===== src/rtl/pipeline_hazard_ctrl_pkg.sv =====
//------------------------------------------------------------------------------
// pipeline_hazard_ctrl_pkg
// Shared encodings for the 3-stage pipeline hazard controller.
// Revision: 1.0
//------------------------------------------------------------------------------
`default_nettype none

package pipeline_hazard_ctrl_pkg;

  typedef enum logic [1:0] {
    ST_RUN        = 2'd0,
    ST_LOAD_STALL = 2'd1,
    ST_FLUSH      = 2'd2,
    ST_MEM_WAIT   = 2'd3
  } state_t;

  localparam logic [1:0]  FWD_REGFILE = 2'b00;
  localparam logic [1:0]  FWD_X       = 2'b01;
  localparam logic [1:0]  FWD_M       = 2'b10;
  localparam logic [31:0] NOP_WORD    = 32'h0000_0013;

  typedef struct packed {
    logic       valid;
    logic       we;
    logic       load;
    logic [4:0] rd;
  } shadow_t;

  // Youngest producer wins; x0 is never forwarded.
  function automatic logic [1:0] fwd_sel(input logic [4:0] rs,
                                         input shadow_t   x_ent,
                                         input shadow_t   m_ent);
    logic [1:0] sel;
    sel = FWD_REGFILE;
    if (rs != 5'd0) begin
      if (x_ent.valid && x_ent.we && (x_ent.rd == rs))
        sel = FWD_X;
      else if (m_ent.valid && m_ent.we && (m_ent.rd == rs))
        sel = FWD_M;
    end
    return sel;
  endfunction

endpackage

`default_nettype wire


===== src/rtl/pipeline_hazard_ctrl_shadow_regs.sv =====
//------------------------------------------------------------------------------
// pipeline_hazard_ctrl_shadow_regs
// Two-entry (X, M) in-flight destination shadow, load-use detect, forwarding.
// Revision: 1.0
//------------------------------------------------------------------------------
`default_nettype none

module pipeline_hazard_ctrl_shadow_regs
  import pipeline_hazard_ctrl_pkg::*;
(
  input  logic       clk,
  input  logic       rst,
  input  logic       advance,
  input  logic       bubble,
  input  logic       d_valid,
  input  logic [4:0] d_rs1,
  input  logic [4:0] d_rs2,
  input  logic       d_uses_rs1,
  input  logic       d_uses_rs2,
  input  logic [4:0] d_rd,
  input  logic       d_reg_write_en,
  input  logic       d_mem_read_en,
  output logic       load_use,
  output logic [1:0] x_fwd_rs1,
  output logic [1:0] x_fwd_rs2
);

  shadow_t    r_x;
  shadow_t    r_m;
  logic [1:0] r_fwd_rs1;
  logic [1:0] r_fwd_rs2;
  shadow_t    w_new;
  logic       w_issue;
  logic       w_x_is_load;

  always_comb begin
    w_issue     = d_valid & ~bubble;
    w_new.valid = w_issue;
    w_new.we    = w_issue & d_reg_write_en & (d_rd != 5'd0);
    w_new.load  = w_issue & d_mem_read_en;
    w_new.rd    = d_rd;
  end

  assign w_x_is_load = r_x.valid & r_x.load & (r_x.rd != 5'd0);
  assign load_use    = w_x_is_load & d_valid &
                       ((d_uses_rs1 & (d_rs1 == r_x.rd)) |
                        (d_uses_rs2 & (d_rs2 == r_x.rd)));

  // Selects are computed against the pre-advance shadow so they line up with X.
  always_ff @(posedge clk or posedge rst) begin
    if (rst) begin
      r_x       <= '0;
      r_m       <= '0;
      r_fwd_rs1 <= FWD_REGFILE;
      r_fwd_rs2 <= FWD_REGFILE;
    end else if (advance) begin
      r_m       <= r_x;
      r_x       <= w_new;
      r_fwd_rs1 <= w_issue ? fwd_sel(d_rs1, r_x, r_m) : FWD_REGFILE;
      r_fwd_rs2 <= w_issue ? fwd_sel(d_rs2, r_x, r_m) : FWD_REGFILE;
    end
  end

  assign x_fwd_rs1 = r_fwd_rs1;
  assign x_fwd_rs2 = r_fwd_rs2;

endmodule

`default_nettype wire


===== src/rtl/pipeline_hazard_ctrl.sv =====
//------------------------------------------------------------------------------
// pipeline_hazard_ctrl
// Load-use / control hazard sequencer with stall, bubble and forwarding control.
// Revision: 1.0
//------------------------------------------------------------------------------
`default_nettype none

module pipeline_hazard_ctrl
  import pipeline_hazard_ctrl_pkg::*;
#(
  parameter int LOAD_BUBBLES = 1,
  parameter int FLUSH_CYCLES = 2
) (
  input  logic       clk,
  input  logic       rst,
  input  logic       d_valid,
  input  logic [4:0] d_rs1,
  input  logic [4:0] d_rs2,
  input  logic       d_uses_rs1,
  input  logic       d_uses_rs2,
  input  logic [4:0] d_rd,
  input  logic       d_reg_write_en,
  input  logic       d_mem_read_en,
  input  logic       x_redirect,
  input  logic       mem_busy,
  output logic       pc_stall,
  output logic       fd_stall,
  output logic       nop_inject,
  output logic [1:0] x_fwd_rs1,
  output logic [1:0] x_fwd_rs2,
  output logic [1:0] busy_state
);

  localparam logic [1:0] c_load_cnt  = 2'(LOAD_BUBBLES - 1);
  localparam logic [1:0] c_flush_cnt = 2'(FLUSH_CYCLES - 1);

  state_t     r_state;
  state_t     r_saved;
  logic [1:0] r_cnt;
  state_t     w_cur;
  state_t     w_next;
  state_t     w_saved_next;
  logic [1:0] w_cnt_next;
  logic       w_advance;
  logic       w_load_use;

  always_ff @(posedge clk or posedge rst) begin
    if (rst) begin
      r_state <= ST_RUN;
      r_saved <= ST_RUN;
      r_cnt   <= 2'd0;
    end else begin
      r_state <= w_next;
      r_saved <= w_saved_next;
      r_cnt   <= w_cnt_next;
    end
  end

  // r_cnt holds the bubbles still owed, including the one issued this cycle.
  always_comb begin
    w_cur        = (r_state == ST_MEM_WAIT) ? r_saved : r_state;
    w_next       = w_cur;
    w_saved_next = r_saved;
    w_cnt_next   = r_cnt;
    w_advance    = 1'b1;
    pc_stall     = 1'b0;
    fd_stall     = 1'b0;
    nop_inject   = 1'b0;

    if (rst) begin
      nop_inject = 1'b1;
      w_advance  = 1'b0;
    end else if (mem_busy) begin
      pc_stall     = 1'b1;
      fd_stall     = 1'b1;
      w_advance    = 1'b0;
      w_next       = ST_MEM_WAIT;
      w_saved_next = w_cur;
    end else if (x_redirect) begin
      nop_inject = 1'b1;
      w_cnt_next = c_flush_cnt;
      w_next     = (c_flush_cnt != 2'd0) ? ST_FLUSH : ST_RUN;
    end else begin
      case (w_cur)
        ST_LOAD_STALL, ST_FLUSH: begin
          nop_inject = 1'b1;
          pc_stall   = (w_cur == ST_LOAD_STALL);
          fd_stall   = (w_cur == ST_LOAD_STALL);
          if (r_cnt <= 2'd1) begin
            w_next     = ST_RUN;
            w_cnt_next = 2'd0;
          end else begin
            w_cnt_next = r_cnt - 2'd1;
          end
        end
        default: begin
          w_next = ST_RUN;
          if (w_load_use) begin
            pc_stall   = 1'b1;
            fd_stall   = 1'b1;
            nop_inject = 1'b1;
            w_cnt_next = c_load_cnt;
            w_next     = (c_load_cnt != 2'd0) ? ST_LOAD_STALL : ST_RUN;
          end
        end
      endcase
    end
  end

  pipeline_hazard_ctrl_shadow_regs u_shadow (
    .clk            (clk),
    .rst            (rst),
    .advance        (w_advance),
    .bubble         (nop_inject),
    .d_valid        (d_valid),
    .d_rs1          (d_rs1),
    .d_rs2          (d_rs2),
    .d_uses_rs1     (d_uses_rs1),
    .d_uses_rs2     (d_uses_rs2),
    .d_rd           (d_rd),
    .d_reg_write_en (d_reg_write_en),
    .d_mem_read_en  (d_mem_read_en),
    .load_use       (w_load_use),
    .x_fwd_rs1      (x_fwd_rs1),
    .x_fwd_rs2      (x_fwd_rs2)
  );

  assign busy_state = r_state;

endmodule

`default_nettype wire


===== config.mk =====
export PLATFORM = sky130hd
export DESIGN_NAME = pipeline_hazard_ctrl
export DESIGN_NICKNAME = d
export VERILOG_FILES = /design/src/rtl/pipeline_hazard_ctrl_pkg.sv /design/src/rtl/pipeline_hazard_ctrl_shadow_regs.sv /design/src/rtl/pipeline_hazard_ctrl.sv
export SDC_FILE = /design/constraint.sdc
export NUM_CORES = 1
export LEC_CHECK = 0
export BUFFER_PORTS_ARGS = -buffer_cell sky130_fd_sc_hd__buf_2
export CAP_MARGIN = 20
export CORE_UTILIZATION = 52
export DETAILED_ROUTE_END_ITERATION = 8
export PLACE_DENSITY = 0.78
export SYNTH_ARGS = -nofsm -noshare
export SYNTH_HDL_FRONTEND = slang
export SYNTH_SLANG_ARGS = --single-unit

===== constraint.sdc =====
create_clock -name clk -period 2.3 [get_ports clk]
set_clock_uncertainty 0.15 [all_clocks]
set_input_delay 0.115 -clock clk [delete_from_list [all_inputs] [get_ports clk]]
set_output_delay 0.115 -clock clk [all_outputs]
set_load 0.01 [all_outputs]

==> flow_results.org, run 1 <==
** Cells and area
- For this run, the share of the core covered by cells in the final layout is 0.727.
- Area growth from synthesis to final layout :: 29.9%
- Highest-count cells in the layout ignoring fill and taps :: nand2_1 (50), buf_2 (32), dfrtp_1 (24), xor2_1 (11), dlygate4sd3_1 (11)
- The layout has approximately 190 filler cells.
- Summing all non-filler instances in the final layout gives an area of roughly 1800 sq um.
- Of the cells placed in the final design, the portion with a size suffix greater than 1 is 0.263.
- Commonest non-fill, non-tap cell in the layout :: nand2_1
- Leaving out filler cells and counting taps, the final layout contains ~240.
- 0 antenna diodes ended up in the layout.
- The final layout contains about 240 nets.

** Global routing
- The total overflow left after global routing is 0.
- Met1 GRT Util :: 0.323
- The number of global-route vias before repair is 1,254.
- Met3 Track Usage GR :: 0.0508
- All-layer global routing usage :: 0.257
- The number of antenna violations at the first check in global routing was 0.
- Global-route wire length before repair :: 5270 microns
- Met2 Track Usage GR :: 0.428
- In this run the most used layer during global routing was met2.
- Entering global routing, the biggest net connects 21 pins.

** Timing
- Headroom to the max-slew limit came out at 0.711.
- Across all setup checks in the final design, the least slack found is -0.0928 ns.
- Setup repair after global routing missed its margin :: true
- Final period util :: 1.04
- Timing would allow up to between 400 and 500 MHz.
- Worst slew pin tran :: about 0.43 ns
- Hold Worst Slack :: 0.00381 ns
- Setup violations remaining at the end of the flow were counted as 1.
- Pins over their slew limit :: 0
- Final worst path period need :: about 2.4 ns
- Final hold viol count :: 0

** Detailed routing
- In this run, the number of DRC markers left after iteration 0 of detailed routing was 44.
- Vias per std cell :: 5.70
- Vias :: ~1,400
- After detailed routing, the number of remaining DRC violations is 0.
- Drt pass-1 iters :: 4
- Dividing the detail-routed wire length by the instance count gives 15.4 microns.
- Detailed-route wire length :: roughly 3800 microns
- The detail route stage leaves a number of antenna-violating nets equal to 0.

** Status
- The run finished, with violations left.
- Violated checks :: setup timing

** Die
- For this design the top-level I/O count stands at 33.
- After floorplanning, the core was divided into 18 placement rows.
- Effective utilization at floorplan :: 0.560
- The die covers between 2000 and 3000 sq um.
- The die is ~54 microns wide.
- The total area inside the core boundary comes to 2500 sq um.
- Vertical die dimension :: ~54 microns

** Setup path
- The worst register-to-register path has a setup slack of approximately 0.13 ns.
- Endpoint of the most critical register-to-register path :: u_shadow.x_fwd_rs1[1]
- Max Fanout on Critical Path :: 5
- Measured in cells, the most critical reg-to-reg path has a length of 8.
- CP Class :: reg2out
- Crit path capture type :: output pin
- Req. time, crit path :: roughly 2.0 ns
- For the worst setup path, the data arrival time is approximately 2.1 ns.
- The worst register-to-register path begins at r_saved[0].
- Tracing the worst setup path back leads to its startpoint at u_shadow.r_x[1].
- Worst setup SP type :: register

** Power and ir drop
- Cell internal power was estimated by the tool at between 0.6 and 0.7 mW.
- The share of total power dissipated in the clock network is 0.198.
- In this run the power spent charging and discharging nets is ~0.33 mW.
- Switching share of power :: 0.322
- Of the total power, registers draw 0.527.
- Of the total power, combinational logic draws 0.275.
- Worst VDD drop :: 430 uV
- Total power density per cell area :: 557 nW/um^2
- The analysis attributes to cell leakage a power of 0.888 nW.

** Clocking
- In this run the clock root is driven by a clkbuf_4.
- Num CTS Buffers :: 3
- In this run the deepest clock path goes through 2 buffers.
- For the worst-skew pair, the clock arrives at the later sink with an insertion delay of 0.32 ns.
- TritonCTS clock tree :: built
- TritonCTS Sinks :: 25
- H-tree depth :: 1
- CTS clock-pin slew for the worst setup and hold paths :: ~0.14 ns

** Synth
- Synthesis produced a netlist whose cell count is between 150 and 200.
- Asr flop ratio synth :: 1.00
- The number of nets handed over by synthesis was around 190.
- Yosys reg bits :: 25
- Primary FF master, synth :: dfrtp_1
- Avg Cell Area, Syn :: about 8.6 sq um
- The Yosys step of the flow raised 0 warnings.
- Proportion of synthesized chip area in sequential cells :: 0.447
- After synthesis, the netlist uses 30 different library cells.
- Total standard cell area after synthesis :: approximately 1400 sq um
- The synthesized design contains 0 enable-type register cells.

** Placed design
- Input and output buffers added on the ports amount to 32.
- Once placement finished, the instance area stood at 1590 sq um.
- Placer's final routability congestion estimate :: between 0.8 and 0.9
- Sum of net half-perimeters after detailed placement :: 2440 microns
- Counting tap cells, the placed design contains a total of 223 instances.

** Hold path
- The startpoint identified for the worst hold timing path is x_redirect.
- Path type of the worst min-delay path :: in2reg
- Counting instances, the worst hold path has a depth of 3.
- Worst min-delay path endpoint :: r_cnt[0]

** Run
- The tool flagged a number of max-cap violations equal to 0.
## flip-flops by register name (all words and copies together), names as in the netlist
name	count
busy_state	2
r_cnt	2
r_saved	2
u_shadow.r_m	7
u_shadow.r_x	8
u_shadow.x_fwd_rs1	2
u_shadow.x_fwd_rs2	2
## kinds of logic after synthesis
kind of cell,after synthesis,synth area share
DFF,25,0.447
and+or+nand+nor,82,0.263
adders and majority gates,1,0.00894
buffers and inverters,10,0.0349
AOI/OAI and AO/OA,25,0.121
xor gates and xnor gates,20,0.125
## timing repair
action	4_1_cts	5_1_grt
hold buffers	11	0
pin swaps	1	1
hold endpoints to repair	18	0
gates resized for setup	5	5
setup endpoints to repair	3	8
setup buffers	5	0
## critical path, cell delays in order, from the launching register on
cell,delay (ns)
dfrtp_2,0.47
buf_4,0.16
xnor2_2,0.13
nand3_1,0.11
a2bb2o_2,0.29
nor2b_4,0.14
o41a_2,0.36
buf_2,0.14
## power groups by stage
| stage | Clock (mW) | Sequential [mW] | Combinational [mW] |
|---|---|---|---|
| detailed placement | 0 | 0.541 | 0.215 |
| floorplan | 0 | 0.530 | 0.143 |
| global route | 0.214 | 0.537 | 0.305 |
| global placement | 0 | 0.539 | 0.205 |
| finish | 0.201 | 0.533 | 0.278 |
| CTS | 0.200 | 0.530 | 0.255 |
## cells in the mapped netlist, types with 3 or more instances
| cell | number | area share |
|---|---|---|
| clkbuf_1 | 3 | 0.0080 |
| or4_1 | 4 | 0.021 |
| nand3_1 | 4 | 0.014 |
| nor2_1 | 10 | 0.027 |
| nand4_1 | 3 | 0.013 |
| o21ai_0 | 11 | 0.039 |
| inv_1 | 5 | 0.013 |
| o31ai_1 | 4 | 0.021 |
| xnor2_1 | 9 | 0.056 |
| xor2_1 | 11 | 0.069 |
| dfrtp_1 | 25 | 0.45 |
| nand2_1 | 50 | 0.13 |
## how the worst max path moves through the flow
stage / slack [ns] / endpoint
final: -0.09 / nop_inject
after global routing: -0.15 / nop_inject
after CTS: -0.06 / nop_inject
after detailed placement: 0.13 / u_shadow.x_fwd_rs1[1]
after global placement: 0.22 / u_shadow.x_fwd_rs1[1]
after floorplan: 0.29 / pc_stall
## metrics by stage
step	setup WS [ns]	setup TNS, ns	total power, mW
after detailed placement	0.128	0	0.756
after global routing	-0.153	-0.483	1.06
after floorplan	0.294	0	0.672
final	-0.0928	-0.0928	1.01
after global placement	0.223	0	0.744
after CTS	-0.0565	-0.0565	0.986
## final cells by class
type	count	area, sq um	share of cell area
inverter	5	18.8	0.0103
clock buffer	4	26.3	0.0145
tap	30	37.5	0.0207
timing repair buffer	51	334	0.184
sequential	25	627	0.345
multi-input combinational	128	773	0.426
## layer usage
layer	share of wire	wire, microns
met5	0	0
met4	0.033	122
met3	0.066	246
met2	0.47	1770
met1	0.43	1610
Power figures use the tool's default switching activity.
==> run 2, diff against run 1 <==
- CORE_UTILIZATION: 52 -> 47
- PLACE_DENSITY: 0.78 -> 0.74
- clock period: 2.3 -> 2.2 ns (I/O delays scaled with it)
==> run 2 against run 1 <==
  * The flow still finishes with violations (setup timing)
  * Global-route usage is 4.4 points lower
  * Non-clock buffer count up 3
  * Via count is 2.5% lower
==> flow_results.org, run 2 (synthesized netlist as in run 1, its figures left out) <==
** Setup path
- Cell chain of the critical path :: or4_4, o2111ai_4, nor2b_4, o41a_4, buf_6
- Worst EP arrival :: 2.09 ns (-0.04 ns)
- Setup slack of the most critical reg-to-reg path :: 0.16 ns (+0.03 ns)
- STA classifies the critical path endpoint as an output pin.
- Endpoint of the most critical register-to-register path :: u_shadow.x_fwd_rs1[1]
- The worst register-to-register path begins at r_saved[0].
- The depth of the worst register-to-register path is 8 (unchanged).
- Critical Path Max Stage Delay :: 0.54 ns (+0.07 ns)
- The critical path starts at u_shadow.r_x[0].
- Worst setup SP type :: register
- The largest individual stage delay along the critical path comes from the cell or4_4.
- CP Class :: reg2out
- The most critical setup path has its endpoint at nop_inject.
- Max Fanout on Critical Path :: 3 (-2)
- Req. time, crit path :: 1.94 ns (-0.10 ns)

** Timing
- Pins over their slew limit :: 0 (unchanged)
- In the finished design, the share of the clock period the worst path needs comes to 1.07.
- Total Neg Setup Slack :: -0.415 ns (-0.323 ns)
- Worst slew pin tran :: 0.365 ns (-0.0638 ns)
- Setup repair after global routing could not meet its margin everywhere.
- Final hold viol count :: 0 (unchanged)
- Final setup violation count :: 3 (+2)
- The final setup slack of the worst path is -0.146 ns (-0.0532 ns).
- Max frequency :: 426 MHz
- The headroom to the max-slew limit was 0.757 (+0.0456).
- Final worst path period need :: between 2 and 2.5 ns
- Hold Worst Slack :: 0.0142 ns (+0.0104 ns)

** Cells and area
- The diode insertion count for antenna repair is 0 (unchanged).
- Sequential cell area :: 627 sq um (unchanged)
- Multi-input gate area in the final layout :: 778 sq um (+0.65%)
- From synthesis to final layout, the design area changed by 33.6%.
- Largest registers ranked by flip-flop count :: u_shadow.r_x x8, u_shadow.r_m x7
- Highest-count cells in the layout ignoring fill and taps :: nand2_1 (50), buf_2 (29), dfrtp_1 (24), xor2_1 (11), dlygate4sd3_1 (11)
- Number of nets in the finished design :: 242 (+1.3%)
- The post-layout instance area was 1870 sq um (+2.9%).
- Most flops, register :: u_shadow.r_x
- Fill cell total of the finished layout :: 198 (+6.5%)
- The layout cell share with drive strength beyond 1 is 0.269 (+0.00561).
- Count of non-filler cells in the finished layout :: 247 (+1.6%)
- The flip-flop count of the largest register after layout was 8 (unchanged).
- Commonest non-fill, non-tap cell in the layout :: nand2_1

** Die
- The placeable core region is 2780 sq um (+11%).
- Die Wd :: 56.6 microns (+5.0%)
- Ports :: 33 (unchanged)
- Die Outline Area :: 3200 sq um (+10%)
- The initial core utilization was 0.503 (-0.0566).
- The height of the die was 56.6 microns (+5.0%).
- Core Rows :: 19 (+1)

** Clocking
- CTS Root Buffer Type :: clkbuf_4
- Num CTS Buffers :: 3 (unchanged)
- Clk Latency, worst-skew pair :: 0.32 ns (about the same)
- The clock sink total came to 25 (unchanged).
- The maximum buffer depth of the clock tree is 2 (unchanged).
- CTS clock-pin slew for the worst setup and hold paths :: 0.14 ns (about the same)
- TritonCTS built the clock tree.
- The H-tree depth came to 1 (unchanged).

** Hold path
- Path type of the worst min-delay path :: in2reg
- The worst hold path begins at d_rs2[4].
- The number of cells on the worst hold path is 4 (+1).

** Detailed routing
- The final antenna-violating net count is 0 (unchanged).
- Total DRC errors in the routed layout :: 0 (unchanged)
- The via count is 1,351 (-2.5%).
- Detailed-route wire length :: 3450 microns (-8.1%)
- Avg WL per Cell :: 14.0 microns (-9.6%)
- Drt pass-1 iters :: 4 (unchanged)
- The violation count after the first detailed-routing iteration was 31 (-30%).
- The via density per instance came to 5.47 (-4.1%).

** Global routing
- Initial antenna violation count :: 0 (unchanged)
- All-layer global routing usage :: 0.213 (-0.0440)
- The global-route wire length before repair was 5300 microns (+0.53%).
- Number of global-route vias before repair :: 1,181 (-5.8%)
- The global-route congestion overflow total was 0 (unchanged).
- Pin count of the biggest net entering global routing :: 21 (unchanged)

** Placed design
- The count of port buffers added during placement is 32 (unchanged).
- The routability congestion estimate from global placement was 0.855 (-4.3%).
- The count of placed standard cells including taps was 225 (+0.90%).
- Total placed instance area :: 1600 sq um (+0.55%)
- The estimated wirelength of the detail-placed design is 2460 microns (+0.82%).

** Power and ir drop
- Static leakage :: 0.912 nW (+2.6%)
- The total power density per cell area came to 561 nW/um^2 (+0.82%).
- Worst VDD drop :: 426 uV (-0.88%)

** Status
- Violated checks :: setup timing
- The flow ran to the end, but the final reports show violations.

** Run
- The number of max-cap violations came to 0 (unchanged).
## run 2: changes by cell type in the layout (fill, tap and decap cells not counted), sizes merged
cell    change
buf         +3
clkbuf      -1
clkinv      +1
## run 2: how the worst min path moves through the flow
stage                                 end
global route        u_shadow.x_fwd_rs1[1]
finish              u_shadow.x_fwd_rs2[1]
global placement                 r_cnt[0]
CTS                              r_cnt[1]
detailed placement             r_saved[0]
floorplan                   busy_state[0]
## run 2: cell type report
cell class / count / share of cell area
flip-flops and latches: 25 / 0.335
inverters: 5 / 0.0100
clock inverters: 1 / 0.00268
well taps: 31 / 0.0207
multi-input cells: 128 / 0.416
clock buffers: 3 / 0.0120
repair buffers: 54 / 0.203
## run 2: what timing repair did
item	CTS	global route
setup endpoints to repair	4	4
hold endpoints to repair	35	0
pin swaps	2	4
hold buffers	11	0
resized for setup	11	4
buffers inserted	5	2
## run 2: where the power goes
| group | switching (mW) | leakage [nW] | internal, mW |
|---|---|---|---|
| Combinational | 0.146 | 0.572 | 0.143 |
| Clock | 0.134 | 0.0177 | 0.0680 |
| Sequential | 0.0522 | 0.322 | 0.505 |
## run 2: per-layer routing
layer | track usage | vias to the layer above | share of wire
li1 | - | 655 | -
met1 | 0.280 | 639 | 0.44
met2 | 0.363 | 51 | 0.50
met3 | 0.0346 | 6 | 0.050
met4 | 0.0592 | 0 | 0.011
met5 | 0 | - | 0
## run 2: stage by stage
stage	total power [mW]	utilization	worst slack (ns)
after CTS	1.04	0.660	-0.186
after global routing	1.10	0.672	-0.183
after floorplan	0.703	-	0.199
final	1.05	0.672	-0.146
after global placement	0.783	0.574	0.151
after detailed placement	0.794	0.574	-0.00351
## run 2: worst max-delay path: cells and delay by family (launching register included)
family / cells / cell delay (ns)
AO/OA/AOI/OAI: 2 / 0.58
buffers and inverters: 1 / 0.13
flip-flops: 1 / 0.44
AND/OR/NAND/NOR: 2 / 0.62
==> run 3, diff against run 2 <==
--- a/config.mk
+++ b/config.mk
@@ -11,4 +11,5 @@
 export DETAILED_ROUTE_END_ITERATION = 8
 export PLACE_DENSITY = 0.74
+export SETUP_SLACK_MARGIN = 0.1
 export SYNTH_ARGS = -nofsm -noshare
 export SYNTH_HDL_FRONTEND = slang
--- a/constraint.sdc
+++ b/constraint.sdc
@@ -3,3 +3,3 @@
 set_input_delay 0.11 -clock clk [delete_from_list [all_inputs] [get_ports clk]]
 set_output_delay 0.11 -clock clk [all_outputs]
-set_load 0.01 [all_outputs]
+set_load 0.02 [all_outputs]
==> run 3 against run 2 <==
  * The flow still finishes with violations (setup timing)
  * Fmax is 1.5% lower
  * Critical endpoint unchanged
  * Clock power about the same
  * Die area is the same
  * Sequential power hardly changed
  * Via count is 4.0% higher
  * Largest cell class unchanged
==> flow_results.org, run 3 (synthesized netlist as in run 1, its figures left out) <==
** Status
- The flow ran to the end, but the final reports show violations.
- Violated checks :: setup timing

** Die
- Effective utilization at floorplan :: 0.503 (unchanged)
- Die Wd :: 56.6 microns (unchanged)
- The number of standard-cell rows in the floorplan was 19 (unchanged).
- Die Outline Area :: 3200 sq um (unchanged)
- Core area :: 2780 sq um (unchanged)
- The height of the die was 56.6 microns (unchanged).
- Ports :: 33 (unchanged)

** Cells and area
- Commonest non-fill, non-tap cell in the layout :: nand2_1
- The share of the core filled with cells is 0.681 (+0.00900).
- The diode insertion count for antenna repair is 0 (unchanged).
- In the layout the commonest cells are nand2_1 (50), buf_2 (29), dfrtp_1 (24), xor2_1 (11), dlygate4sd3_1 (11).
- Counting flops per register, the top entry is u_shadow.r_x.
- In the final layout, the registers with the most flip-flops are u_shadow.r_x x8, u_shadow.r_m x7.
- The fill cell instance count of the final layout came to 222 (+12%).
- The net count reported at finish is 241 (-0.41%).
- Area growth from synthesis to final layout :: 35.4%
- The flip-flop count of the largest register after layout was 8 (unchanged).
- The layout cell share with drive strength beyond 1 came to 0.293 (+0.0245).

** Global routing
- Initial antenna violation count :: 0 (unchanged)
- All-layer global routing usage :: 0.231 (+0.0180)
- Global-route wire length before repair :: 5820 microns (+9.8%)
- The number of global-route vias before repair was 1,339 (+13%).
- The maximum number of pins on one net before global-route repair is 21 (unchanged).
- Leftover overflow at the end of global routing :: 0 (unchanged)

** Timing
- Worst slew margin relative to its limit :: 0.759 (+0.00270)
- Setup repair after global routing missed its margin :: true
- The final hold violation count is 0 (unchanged).
- Worst slew pin tran :: 0.361 ns (-0.00404 ns)
- The count of final setup violators is 3 (unchanged).
- The final setup slack of the worst path was -0.182 ns (-0.0357 ns).
- The number of pins exceeding their max-slew limit in the final report is 0 (unchanged).
- The highest clock frequency the design can meet is 420 MHz (-1.5%).
- The period utilization was 1.08 (+0.0162).
- Final worst path period need :: 2.38 ns (+0.0357 ns)

** Clocking
- TritonCTS clock tree :: built
- Maximum clock insertion buffer count :: 2 (unchanged)
- H-tree depth :: 1 (unchanged)
- Num CTS Buffers :: 3 (unchanged)
- CTS Root Buffer Type :: clkbuf_4
- The clock-pin slew of the registers on the worst-case setup and hold paths was 0.14 ns (about the same).
- TritonCTS Sinks :: 25 (unchanged)
- The insertion delay of the later-clocked pin in the worst-skew pair came to 0.31 ns (about the same).

** Setup path
- STA classifies the critical path endpoint as an output pin.
- The data arrival at the endpoint of the critical path came to 2.12 ns (+0.03 ns).
- Cell chain of the critical path :: or4_4, o2111ai_4, nor2b_4, o41a_2, buf_6
- Req. time, crit path :: 1.94 ns (about the same)
- Critical Path Max Stage Delay :: 0.51 ns (-0.03 ns)
- STA classifies the critical path startpoint as a register.
- Critical Path Slowest Stage Cell :: or4_4
- Max Fanout on Critical Path :: 4 (+1)
- The setup path with the least slack is of type reg2out.

** Run
- The number of max-cap violations is 0 (unchanged).

** Detailed routing
- Total DRC errors in the routed layout :: 0 (unchanged)
- Drt pass-1 iters :: 4 (unchanged)
- The via count came to 1,405 (+4.0%).
- First DRT Iteration DRCs :: 63 (+100%)
- Final ANT Viol Nets :: 0 (unchanged)
- The via density per instance was 5.71 (+4.4%).
- Detailed-route wire length :: 3820 microns (+11%)
- Avg WL per Cell :: 15.5 microns (+11%)

** Placed design
- Placer's final routability congestion estimate :: 0.874 (+2.2%)
- Sum of net half-perimeters after detailed placement :: 2490 microns (+1.1%)
- Buffers added on ports :: 32 (unchanged)
- Setup slack after placement :: 0.0722 ns (+0.0758 ns)

** Power and ir drop
- The worst supply voltage drop on vdd came to 380 uV (-11%).
- Total power density per cell area :: 565 nW/um^2 (+0.67%)
- Static leakage :: 0.914 nW (+0.25%)

** Hold path
- Path type of the worst min-delay path :: in2reg
run 3: worst max-delay path: cells and delay by family (launching register included):
kind	cells	cell delay, ns
AO/OA/AOI/OAI	2	0.61
flip-flops	1	0.48
AND/OR/NAND/NOR	2	0.59
buffers and inverters	1	0.14
run 3: path summary, 6_finish.rpt:
check	start	to	slack, ns	cells after the start
max in group asynchronous	rst	u_shadow.r_x[1]	1.12	4
worst min-delay path	d_rs2[4]	u_shadow.x_fwd_rs2[1]	0.02	4
worst max-delay path	u_shadow.r_x[1]	nop_inject	-0.18	5
worst min register to register	u_shadow.r_m[6]	u_shadow.r_m[6]	0.34	2
min in group asynchronous	rst	r_saved[1]	0.21	3
worst max register to register	u_shadow.r_x[1]	u_shadow.x_fwd_rs2[1]	0.18	6
run 3: cell type report:
| type | count | area (sq um) | share of cell area |
|---|---|---|---|
| multi-input cells | 128 | 807 | 0.426 |
| flip-flops and latches | 25 | 627 | 0.331 |
| repair buffers | 53 | 375 | 0.198 |
| well taps | 31 | 38.8 | 0.0205 |
| clock buffers | 3 | 22.5 | 0.0119 |
| inverters | 5 | 18.8 | 0.00991 |
| clock inverters | 1 | 5.00 | 0.00264 |
run 3: power breakdown:
group	total [mW]	internal, mW	leakage (nW)	switching [mW]
clock	0.203	0.0678	0.0177	0.135
sequential	0.557	0.505	0.322	0.0519
combinational	0.310	0.148	0.574	0.162
run 3: layer usage:
metal	track usage	up-vias	wire length, microns
met1	0.311	660	1600
met4	0.0871	0	162
met5	0	-	0
met3	0.0461	19	238
met2	0.368	75	1810
li1	-	651	-
run 3: repair_timing:
item	CTS	global route
endpoints found under the setup margin	7	8
setup buffers	5	1
endpoints found under the hold margin	34	0
pin swaps	2	5
resized for setup	11	15
hold buffers	11	0
run 3: through the flow:
stage          instances  hold WS [ns]  total power [mW]  instance area [sq um]  TNS, ns
3_5_place_dp         226       -0.0399             0.799                   1610        0
6_report             246        0.0206              1.07                   1890   -0.502
3_3_place_gp         226       -0.0418             0.789                   1610        0
5_1_grt              246        0.0320              1.13                   1890   -0.628
2_1_floorplan        163        0.0127             0.709                   1400        0
4_1_cts              246       0.00833              1.04                   1820   -0.430
